[src/rtl/alu_muldiv_if.sv]
`default_nettype none
// ============================================================================
//  Module      : alu_muldiv_if
//  Description : Request/result bundle between the EX stage and the
//                iterative multiply/divide unit (alu_muldiv).
//  Revision    : 1.0  initial release
// ============================================================================
interface alu_muldiv_if #(
    parameter int WIDTH = 32
);
    logic             start;
    logic [1:0]       op;
    logic [WIDTH-1:0] A;
    logic [WIDTH-1:0] B;
    logic             abort;
    logic             mthi;
    logic             mtlo;
    logic [WIDTH-1:0] wdata;
    logic [WIDTH-1:0] hi;
    logic [WIDTH-1:0] lo;
    logic             busy;
    logic             done;
    logic             div0;

    // Pipeline side: issues operations and reads HI/LO
    modport master (
        output start, op, A, B, abort, mthi, mtlo, wdata,
        input  hi, lo, busy, done, div0
    );

    // Unit side
    modport slave (
        input  start, op, A, B, abort, mthi, mtlo, wdata,
        output hi, lo, busy, done, div0
    );
endinterface
`default_nettype wire

[src/rtl/alu_muldiv.sv]
`default_nettype none
// ============================================================================
//  Module      : alu_muldiv
//  Description : Iterative multiply/divide unit with architectural HI/LO.
//                Radix-2 shift-add multiplier and restoring divider working
//                on operand magnitudes; signs are applied in the FIX state.
//                Optional macro ALU_MULDIV_EARLY_TERM_EN ends multiply
//                iterations once the remaining multiplier bits are zero.
//  Revision    : 1.0  initial release
// ============================================================================
module alu_muldiv #(
    parameter int WIDTH = 32,
    parameter int CNT_W = $clog2(WIDTH) + 1
) (
    input  wire logic   clk,
    input  wire logic   reset,
    alu_muldiv_if.slave bus
);

    localparam int DW = 2 * WIDTH;

    typedef enum logic [1:0] {
        S_IDLE = 2'd0,
        S_CALC = 2'd1,
        S_FIX  = 2'd2
    } state_t;

    state_t           state_q, state_d;
    logic [CNT_W-1:0] cnt_q, cnt_d;
    logic [1:0]       op_q, op_d;
    logic [DW-1:0]    acc_q, acc_d;      // product, or {remainder, quotient}
    logic [DW-1:0]    mcand_q, mcand_d;  // shifted multiplicand, or divisor
    logic [WIDTH-1:0] mplier_q, mplier_d;
    logic [WIDTH-1:0] araw_q, araw_d;    // raw dividend for the B==0 result
    logic             sa_q, sa_d;        // A negative and op is signed
    logic             sb_q, sb_d;        // B negative and op is signed
    logic             divz_q, divz_d;
    logic [WIDTH-1:0] hi_q, hi_d;
    logic [WIDTH-1:0] lo_q, lo_d;
    logic             done_q, done_d;
    logic             div0_q, div0_d;

    // Operand magnitudes at launch
    logic             in_signed;
    logic [WIDTH-1:0] a_mag, b_mag;

    // One iteration of each datapath
    logic [DW-1:0]    mul_sum;
    logic [WIDTH:0]   rem_sh;
    logic [WIDTH:0]   trial;
    logic [DW-1:0]    div_next;

    // Final sign correction
    logic [DW-1:0]    prod_fix;
    logic [WIDTH-1:0] quo_fix, rem_fix;

    assign in_signed = ~bus.op[0];
    assign a_mag     = (in_signed && bus.A[WIDTH-1]) ? (WIDTH'(0) - bus.A) : bus.A;
    assign b_mag     = (in_signed && bus.B[WIDTH-1]) ? (WIDTH'(0) - bus.B) : bus.B;

    assign mul_sum   = mplier_q[0] ? (acc_q + mcand_q) : acc_q;

    // Restoring step: shift {rem,quo} left one bit, try subtracting divisor.
    assign rem_sh    = acc_q[DW-1:WIDTH-1];
    assign trial     = rem_sh - {1'b0, mcand_q[WIDTH-1:0]};
    assign div_next  = trial[WIDTH] ? {rem_sh[WIDTH-1:0], acc_q[WIDTH-2:0], 1'b0}
                                    : {trial[WIDTH-1:0],  acc_q[WIDTH-2:0], 1'b1};

    assign prod_fix  = (sa_q ^ sb_q) ? (DW'(0) - acc_q) : acc_q;
    assign quo_fix   = (sa_q ^ sb_q) ? (WIDTH'(0) - acc_q[WIDTH-1:0]) : acc_q[WIDTH-1:0];
    assign rem_fix   = sa_q ? (WIDTH'(0) - acc_q[DW-1:WIDTH]) : acc_q[DW-1:WIDTH];

    // State, datapath and architectural registers
    always_ff @(posedge clk or posedge reset) begin
        if (reset) begin
            state_q  <= S_IDLE;
            cnt_q    <= '0;
            op_q     <= '0;
            acc_q    <= '0;
            mcand_q  <= '0;
            mplier_q <= '0;
            araw_q   <= '0;
            sa_q     <= 1'b0;
            sb_q     <= 1'b0;
            divz_q   <= 1'b0;
            hi_q     <= '0;
            lo_q     <= '0;
            done_q   <= 1'b0;
            div0_q   <= 1'b0;
        end else begin
            state_q  <= state_d;
            cnt_q    <= cnt_d;
            op_q     <= op_d;
            acc_q    <= acc_d;
            mcand_q  <= mcand_d;
            mplier_q <= mplier_d;
            araw_q   <= araw_d;
            sa_q     <= sa_d;
            sb_q     <= sb_d;
            divz_q   <= divz_d;
            hi_q     <= hi_d;
            lo_q     <= lo_d;
            done_q   <= done_d;
            div0_q   <= div0_d;
        end
    end

    // Next-state, iteration and result logic
    always_comb begin
        state_d  = state_q;
        cnt_d    = cnt_q;
        op_d     = op_q;
        acc_d    = acc_q;
        mcand_d  = mcand_q;
        mplier_d = mplier_q;
        araw_d   = araw_q;
        sa_d     = sa_q;
        sb_d     = sb_q;
        divz_d   = divz_q;
        hi_d     = hi_q;
        lo_d     = lo_q;
        done_d   = 1'b0;
        div0_d   = div0_q;

        case (state_q)
            S_IDLE: begin
                if (bus.start) begin
                    // abort in the same cycle suppresses the launch; the
                    // HI/LO moves are dropped whenever start is present
                    if (!bus.abort) begin
                        state_d = S_CALC;
                        cnt_d   = CNT_W'(WIDTH);
                        op_d    = bus.op;
                        araw_d  = bus.A;
                        sa_d    = in_signed & bus.A[WIDTH-1];
                        sb_d    = in_signed & bus.B[WIDTH-1];
                        divz_d  = (bus.B == '0);
                        div0_d  = 1'b0;
                        if (bus.op[1]) begin
                            acc_d    = {{WIDTH{1'b0}}, a_mag};
                            mcand_d  = {{WIDTH{1'b0}}, b_mag};
                            mplier_d = '0;
                        end else begin
                            acc_d    = '0;
                            mcand_d  = {{WIDTH{1'b0}}, a_mag};
                            mplier_d = b_mag;
                        end
                    end
                end else begin
                    if (bus.mthi) hi_d = bus.wdata;
                    if (bus.mtlo) lo_d = bus.wdata;
                end
            end

            S_CALC: begin
                if (bus.abort) begin
                    state_d = S_IDLE;
                end else begin
                    cnt_d = cnt_q - CNT_W'(1);
                    if (op_q[1]) begin
                        acc_d = div_next;
                    end else begin
                        acc_d    = mul_sum;
                        mcand_d  = mcand_q << 1;
                        mplier_d = mplier_q >> 1;
                    end
                    if (cnt_q == CNT_W'(1)) begin
                        state_d = S_FIX;
                    end
`ifdef ALU_MULDIV_EARLY_TERM_EN
                    // Nothing left to add once the multiplier is exhausted
                    if (!op_q[1] && ((mplier_q >> 1) == '0)) begin
                        state_d = S_FIX;
                    end
`endif
                end
            end

            S_FIX: begin
                state_d = S_IDLE;
                if (!bus.abort) begin
                    done_d = 1'b1;
                    if (op_q[1]) begin
                        if (divz_q) begin
                            hi_d   = araw_q;
                            lo_d   = '1;
                            div0_d = 1'b1;
                        end else begin
                            hi_d = rem_fix;
                            lo_d = quo_fix;
                        end
                    end else begin
                        hi_d = prod_fix[DW-1:WIDTH];
                        lo_d = prod_fix[WIDTH-1:0];
                    end
                end
            end

            default: begin
                state_d = S_IDLE;
            end
        endcase
    end

    assign bus.hi   = hi_q;
    assign bus.lo   = lo_q;
    assign bus.busy = (state_q == S_CALC) || (state_q == S_FIX);
    assign bus.done = done_q;
    assign bus.div0 = div0_q;

endmodule
`default_nettype wire

[src/flat_wrapper.sv]
// flat-port wrapper written by rule: the top's interface ports become plain ports
module alu_muldiv_flat 
#(
    parameter int WIDTH = 32,
    parameter int CNT_W = $clog2(WIDTH) + 1
)
  (clk, reset, bus_start, bus_op, bus_A, bus_B, bus_abort, bus_mthi, bus_mtlo, bus_wdata, bus_hi, bus_lo, bus_busy, bus_done, bus_div0);
  alu_muldiv_if #(.WIDTH(WIDTH)) bus_i ();
  input  wire logic clk;
  input  wire logic reset;
  input wire logic [$bits(bus_i.start)-1:0] bus_start;
  input wire logic [$bits(bus_i.op)-1:0] bus_op;
  input wire logic [$bits(bus_i.A)-1:0] bus_A;
  input wire logic [$bits(bus_i.B)-1:0] bus_B;
  input wire logic [$bits(bus_i.abort)-1:0] bus_abort;
  input wire logic [$bits(bus_i.mthi)-1:0] bus_mthi;
  input wire logic [$bits(bus_i.mtlo)-1:0] bus_mtlo;
  input wire logic [$bits(bus_i.wdata)-1:0] bus_wdata;
  output wire logic [$bits(bus_i.hi)-1:0] bus_hi;
  output wire logic [$bits(bus_i.lo)-1:0] bus_lo;
  output wire logic [$bits(bus_i.busy)-1:0] bus_busy;
  output wire logic [$bits(bus_i.done)-1:0] bus_done;
  output wire logic [$bits(bus_i.div0)-1:0] bus_div0;
  assign bus_i.start = bus_start;
  assign bus_i.op = bus_op;
  assign bus_i.A = bus_A;
  assign bus_i.B = bus_B;
  assign bus_i.abort = bus_abort;
  assign bus_i.mthi = bus_mthi;
  assign bus_i.mtlo = bus_mtlo;
  assign bus_i.wdata = bus_wdata;
  assign bus_hi = bus_i.hi;
  assign bus_lo = bus_i.lo;
  assign bus_busy = bus_i.busy;
  assign bus_done = bus_i.done;
  assign bus_div0 = bus_i.div0;
  alu_muldiv #(.WIDTH(WIDTH), .CNT_W(CNT_W)) u_core (.clk(clk), .reset(reset), .bus(bus_i));
endmodule
[config.mk]
export PLATFORM = sky130hd
export DESIGN_NAME = alu_muldiv_flat
export DESIGN_NICKNAME = d
export VERILOG_FILES = /design/src/rtl/alu_muldiv_if.sv /design/src/rtl/alu_muldiv.sv /design/src/flat_wrapper.sv
export SDC_FILE = /design/constraint.sdc
export NUM_CORES = 1
export LEC_CHECK = 0
export ABC_AREA = 0
export CORE_AREA = 3 3 159 222
export CTS_CLUSTER_DIAMETER = 120
export DETAILED_ROUTE_END_ITERATION = 6
export DIE_AREA = 0 0 162 225
export PLACE_DENSITY = 0.86
export SYNTH_ARGS = -nofsm -noshare
export SYNTH_HDL_FRONTEND = slang
export SYNTH_SLANG_ARGS = --single-unit
[constraint.sdc]
create_clock -name clk -period 28.8 [get_ports clk]
set_clock_uncertainty 0.2 [all_clocks]
set_input_delay 5.76 -clock clk [delete_from_list [all_inputs] [get_ports clk]]
set_output_delay 5.76 -clock clk [all_outputs]
set_load 0.005 [all_outputs]
==> flow_metrics.tcl <==
set metrics [dict create \
    status "finished with violations" \
    violations "design-rule violations" \
    finalHoldViolations 0 \
    root_buffer "clkbuf_16" \
    ir_drop_v 0.000121 \
    drtPass1Iterations 7 \
    crit_type "input pin to flop" \
    reg2reg_from "u_core.acc_q[32]" \
    clk_path_buf_depth 3 \
    rsz0062_at_grt "no" \
    yosysMostFrequentCell "a21oi_1" \
    crit_path_start_kind "input pin" \
    routed_via_density 6.88 \
    slew_headroom 0.242 \
    use_met2 0.679 \
    synth_top_area_share 0.318 \
    worstPathMaxFanout 5 \
    syn-cell-area_um2 21300 \
    cts-resized-gates 0 \
    fp.dieW_um 162 \
    synth_cells 2642 \
    p_leak_nw 10.5 \
    rows 79 \
    port_buffers 170 \
    synth_area_per_cell_um2 8.05 \
    fillers 2599 \
    hold_ws_ns 0.281 \
    drive_gt1_frac 0.0548 \
    gp_congestion 1.05 \
    drv_slew 0 \
    use_met3 0.0647 \
    crit_arrival_ns 9.24 \
    dr.first_iter.drc_count 2514 \
    end_kind "flop" \
    maxCapViolations 0 \
    dpl.hpwl_mm 59.2 \
    postCtsHoldBufs 0 \
    grt_util_met1 0.533 \
    start_util 0.637 \
    cts_setup_buffers 0 \
    grt_pass1_vias 20974 \
    design.core.area_um2 33400 \
    drcViolationCount 19 \
    dp_cells 3120 \
    wl_mm 79.9 \
    synth-seq-cells 270 \
    cp-startpoint "bus_B[8]" \
    htree_num_levels 1 \
    hold_path.class "flop to flop" \
    synth_cell_types 78 \
    path_clk_slew_ns 0.06 \
    setup_tns_ns 0 \
    yosys.area.top_type "dfrtp_1" \
    antenna_found_initial 4 \
    design.die.area_um2 36500 \
    synth_area_leaders "dfrtp_1 (32%), a21oi_1 (6.7%), ha_1 (6.1%)" \
    min_from "u_core.mplier_q[14]" \
    vias 21788 \
    post-route-min-period_ns 9.03 \
    cts_buffers 28 \
    synth-edff-count 0 \
    fmax_mhz 111 \
    design_area_um2 24100 \
    ant_nets 0 \
    synth.yosys.seq_area_share 0.318 \
    instances_no_fill 3167 \
    worstSkewPairLatency_ns 0.59 \
    setup_violations 0 \
    synth_nets 2852 \
    cp_data_required_time_ns 29.01 \
    ios 171 \
    grt_usage 0.429 \
    grt_pass1_wl_mm 122 \
    worstMarginPinSlew_ns 1.13 \
    die_h_um 225 \
    grt_max_degree 126 \
    ys_warn_count 0 \
    final_nets 2915 \
    grt-ovfl-total 0 \
    ys.flop_type "dfrtp_1" \
    area_growth_syn_to_layout_pct 13.3 \
    cts.sinks 270 \
    drt-wirelength-per-cell_um 25.2 \
    synthTopCellsByCount "a21oi_1 (286), dfrtp_1 (270), nand2_1 (269)" \
    powerDensity_nw_per_um2 117 \
    top_usage_layer "met2" \
    async_reset_ff_frac 1.00 \
    cts_tree "built" \
    finalCritPeriodShare 0.314 \
    placed_area_um2 23200 \
]
stage by stage:
| stage | worst slack [ns] | power, mW | utilization |
|---|---|---|---|
| 5_1_grt | 19.48 | 2.98 | 0.721 |
| 3_5_place_dp | 19.28 | 2.37 | 0.693 |
| 3_3_place_gp | 19.37 | 2.32 | 0.693 |
| 6_report | 19.77 | 2.81 | 0.721 |
| 2_1_floorplan | 15.40 | 1.83 | - |
| 4_1_cts | 19.85 | 2.75 | 0.721 |
critical path, stage by stage:
cell,delay [ns]
clkdlybuf4s50_1,0.49
or4_1,0.60
or3_1,0.42
nor4_1,0.63
and2_1,0.32
nand2_1,0.10
o21ai_1,0.17
xor2_1,0.33
a211oi_1,0.14
a211oi_1,0.21
a21oi_1,0.06
placed cells by master, fill, tap and decap left out, types with 8 or more instances in the layout:
master,count
and3_1,14
o221ai_1,15
a211o_1,9
nor4_1,17
buf_4,26
a222oi_1,8
a21o_1,69
nand2b_1,26
a31oi_1,32
a211oi_1,55
a22oi_1,17
xnor2_1,126
o211ai_1,20
and2_1,11
clkbuf_16,28
clkdlybuf4s50_1,169
mux2i_1,47
o22ai_1,44
a21oi_1,286
nor3_1,45
nor2_1,249
nand4_1,17
a221oi_1,12
or4_1,15
nand3_1,34
or3_1,23
nor2b_1,29
xor2_1,69
inv_1,81
o21bai_1,18
mux2_2,40
o21ai_0,239
o21a_1,11
dfrtp_1,269
nand2_1,266
a22o_1,35
ha_1,102
o31ai_1,21
path summary, 6_finish.rpt:
kind | depth (start not counted) | to | slack [ns]
worst max-delay path | 11 | u_core.mcand_q[29] | 19.77
worst min-delay path | 2 | u_core.mplier_q[14] | 0.28
worst max register to register | 13 | u_core.acc_q[44] | 23.86
worst min register to register | 2 | u_core.mplier_q[14] | 0.28
max in group asynchronous | 3 | u_core.op_q[1] | 21.31
min in group asynchronous | 2 | u_core.bus.lo[1] | 5.53
cells by family (layout without fill, tap and decap cells):
group | Yosys count | count (layout) | synth area share
AO/OA/AOI/OAI | 950 | 950 | 0.279
AND/OR/NAND/NOR | 784 | 784 | 0.170
flip-flops | 270 | 270 | 0.318
buffers and inverters | 246 | 324 | 0.0451
XOR/XNOR | 199 | 199 | 0.0820
adder cells (fa/ha/maj) | 106 | 106 | 0.0631
multiplexers | 87 | 87 | 0.0433
other | 0 | 2 | 0
sequential cells by signal, indices dropped and copies added (netlist names), 2 cells and up:
signal           flops
u_core.cnt_q         6
u_core.mplier_q     32
u_core.bus.lo       32
u_core.mcand_q      64
u_core.araw_q       32
u_core.state_q       2
u_core.acc_q        64
u_core.bus.hi       32
where the power goes:
part           leakage [nW]  total [mW]  internal [mW]  switching, mW
Combinational          6.68        1.69          0.668           1.02
Sequential             3.38       0.737          0.526          0.211
Clock                 0.444       0.379          0.216          0.163
layout make-up:
class	instances	area [um^2]	share of cell area
Multi-Input combinational cell	2126	13600	0.566
Sequential cell	270	6760	0.280
Timing Repair Buffer	196	1890	0.0785
Clock buffer	34	773	0.0321
Tap cell	445	557	0.0231
Inverter	83	319	0.0132
Clock inverter	11	155	0.00644
Antenna cell	2	5.00	0.000208
layer usage:
| layer | up-vias | wire (um) |
|---|---|---|
| li1 | 9739 | - |
| met1 | 10297 | 29000 |
| met2 | 1382 | 35700 |
| met3 | 370 | 7830 |
| met4 | 0 | 7390 |
| met5 | - | 0 |
No activity file was read; power rests on OpenSTA's default activity.
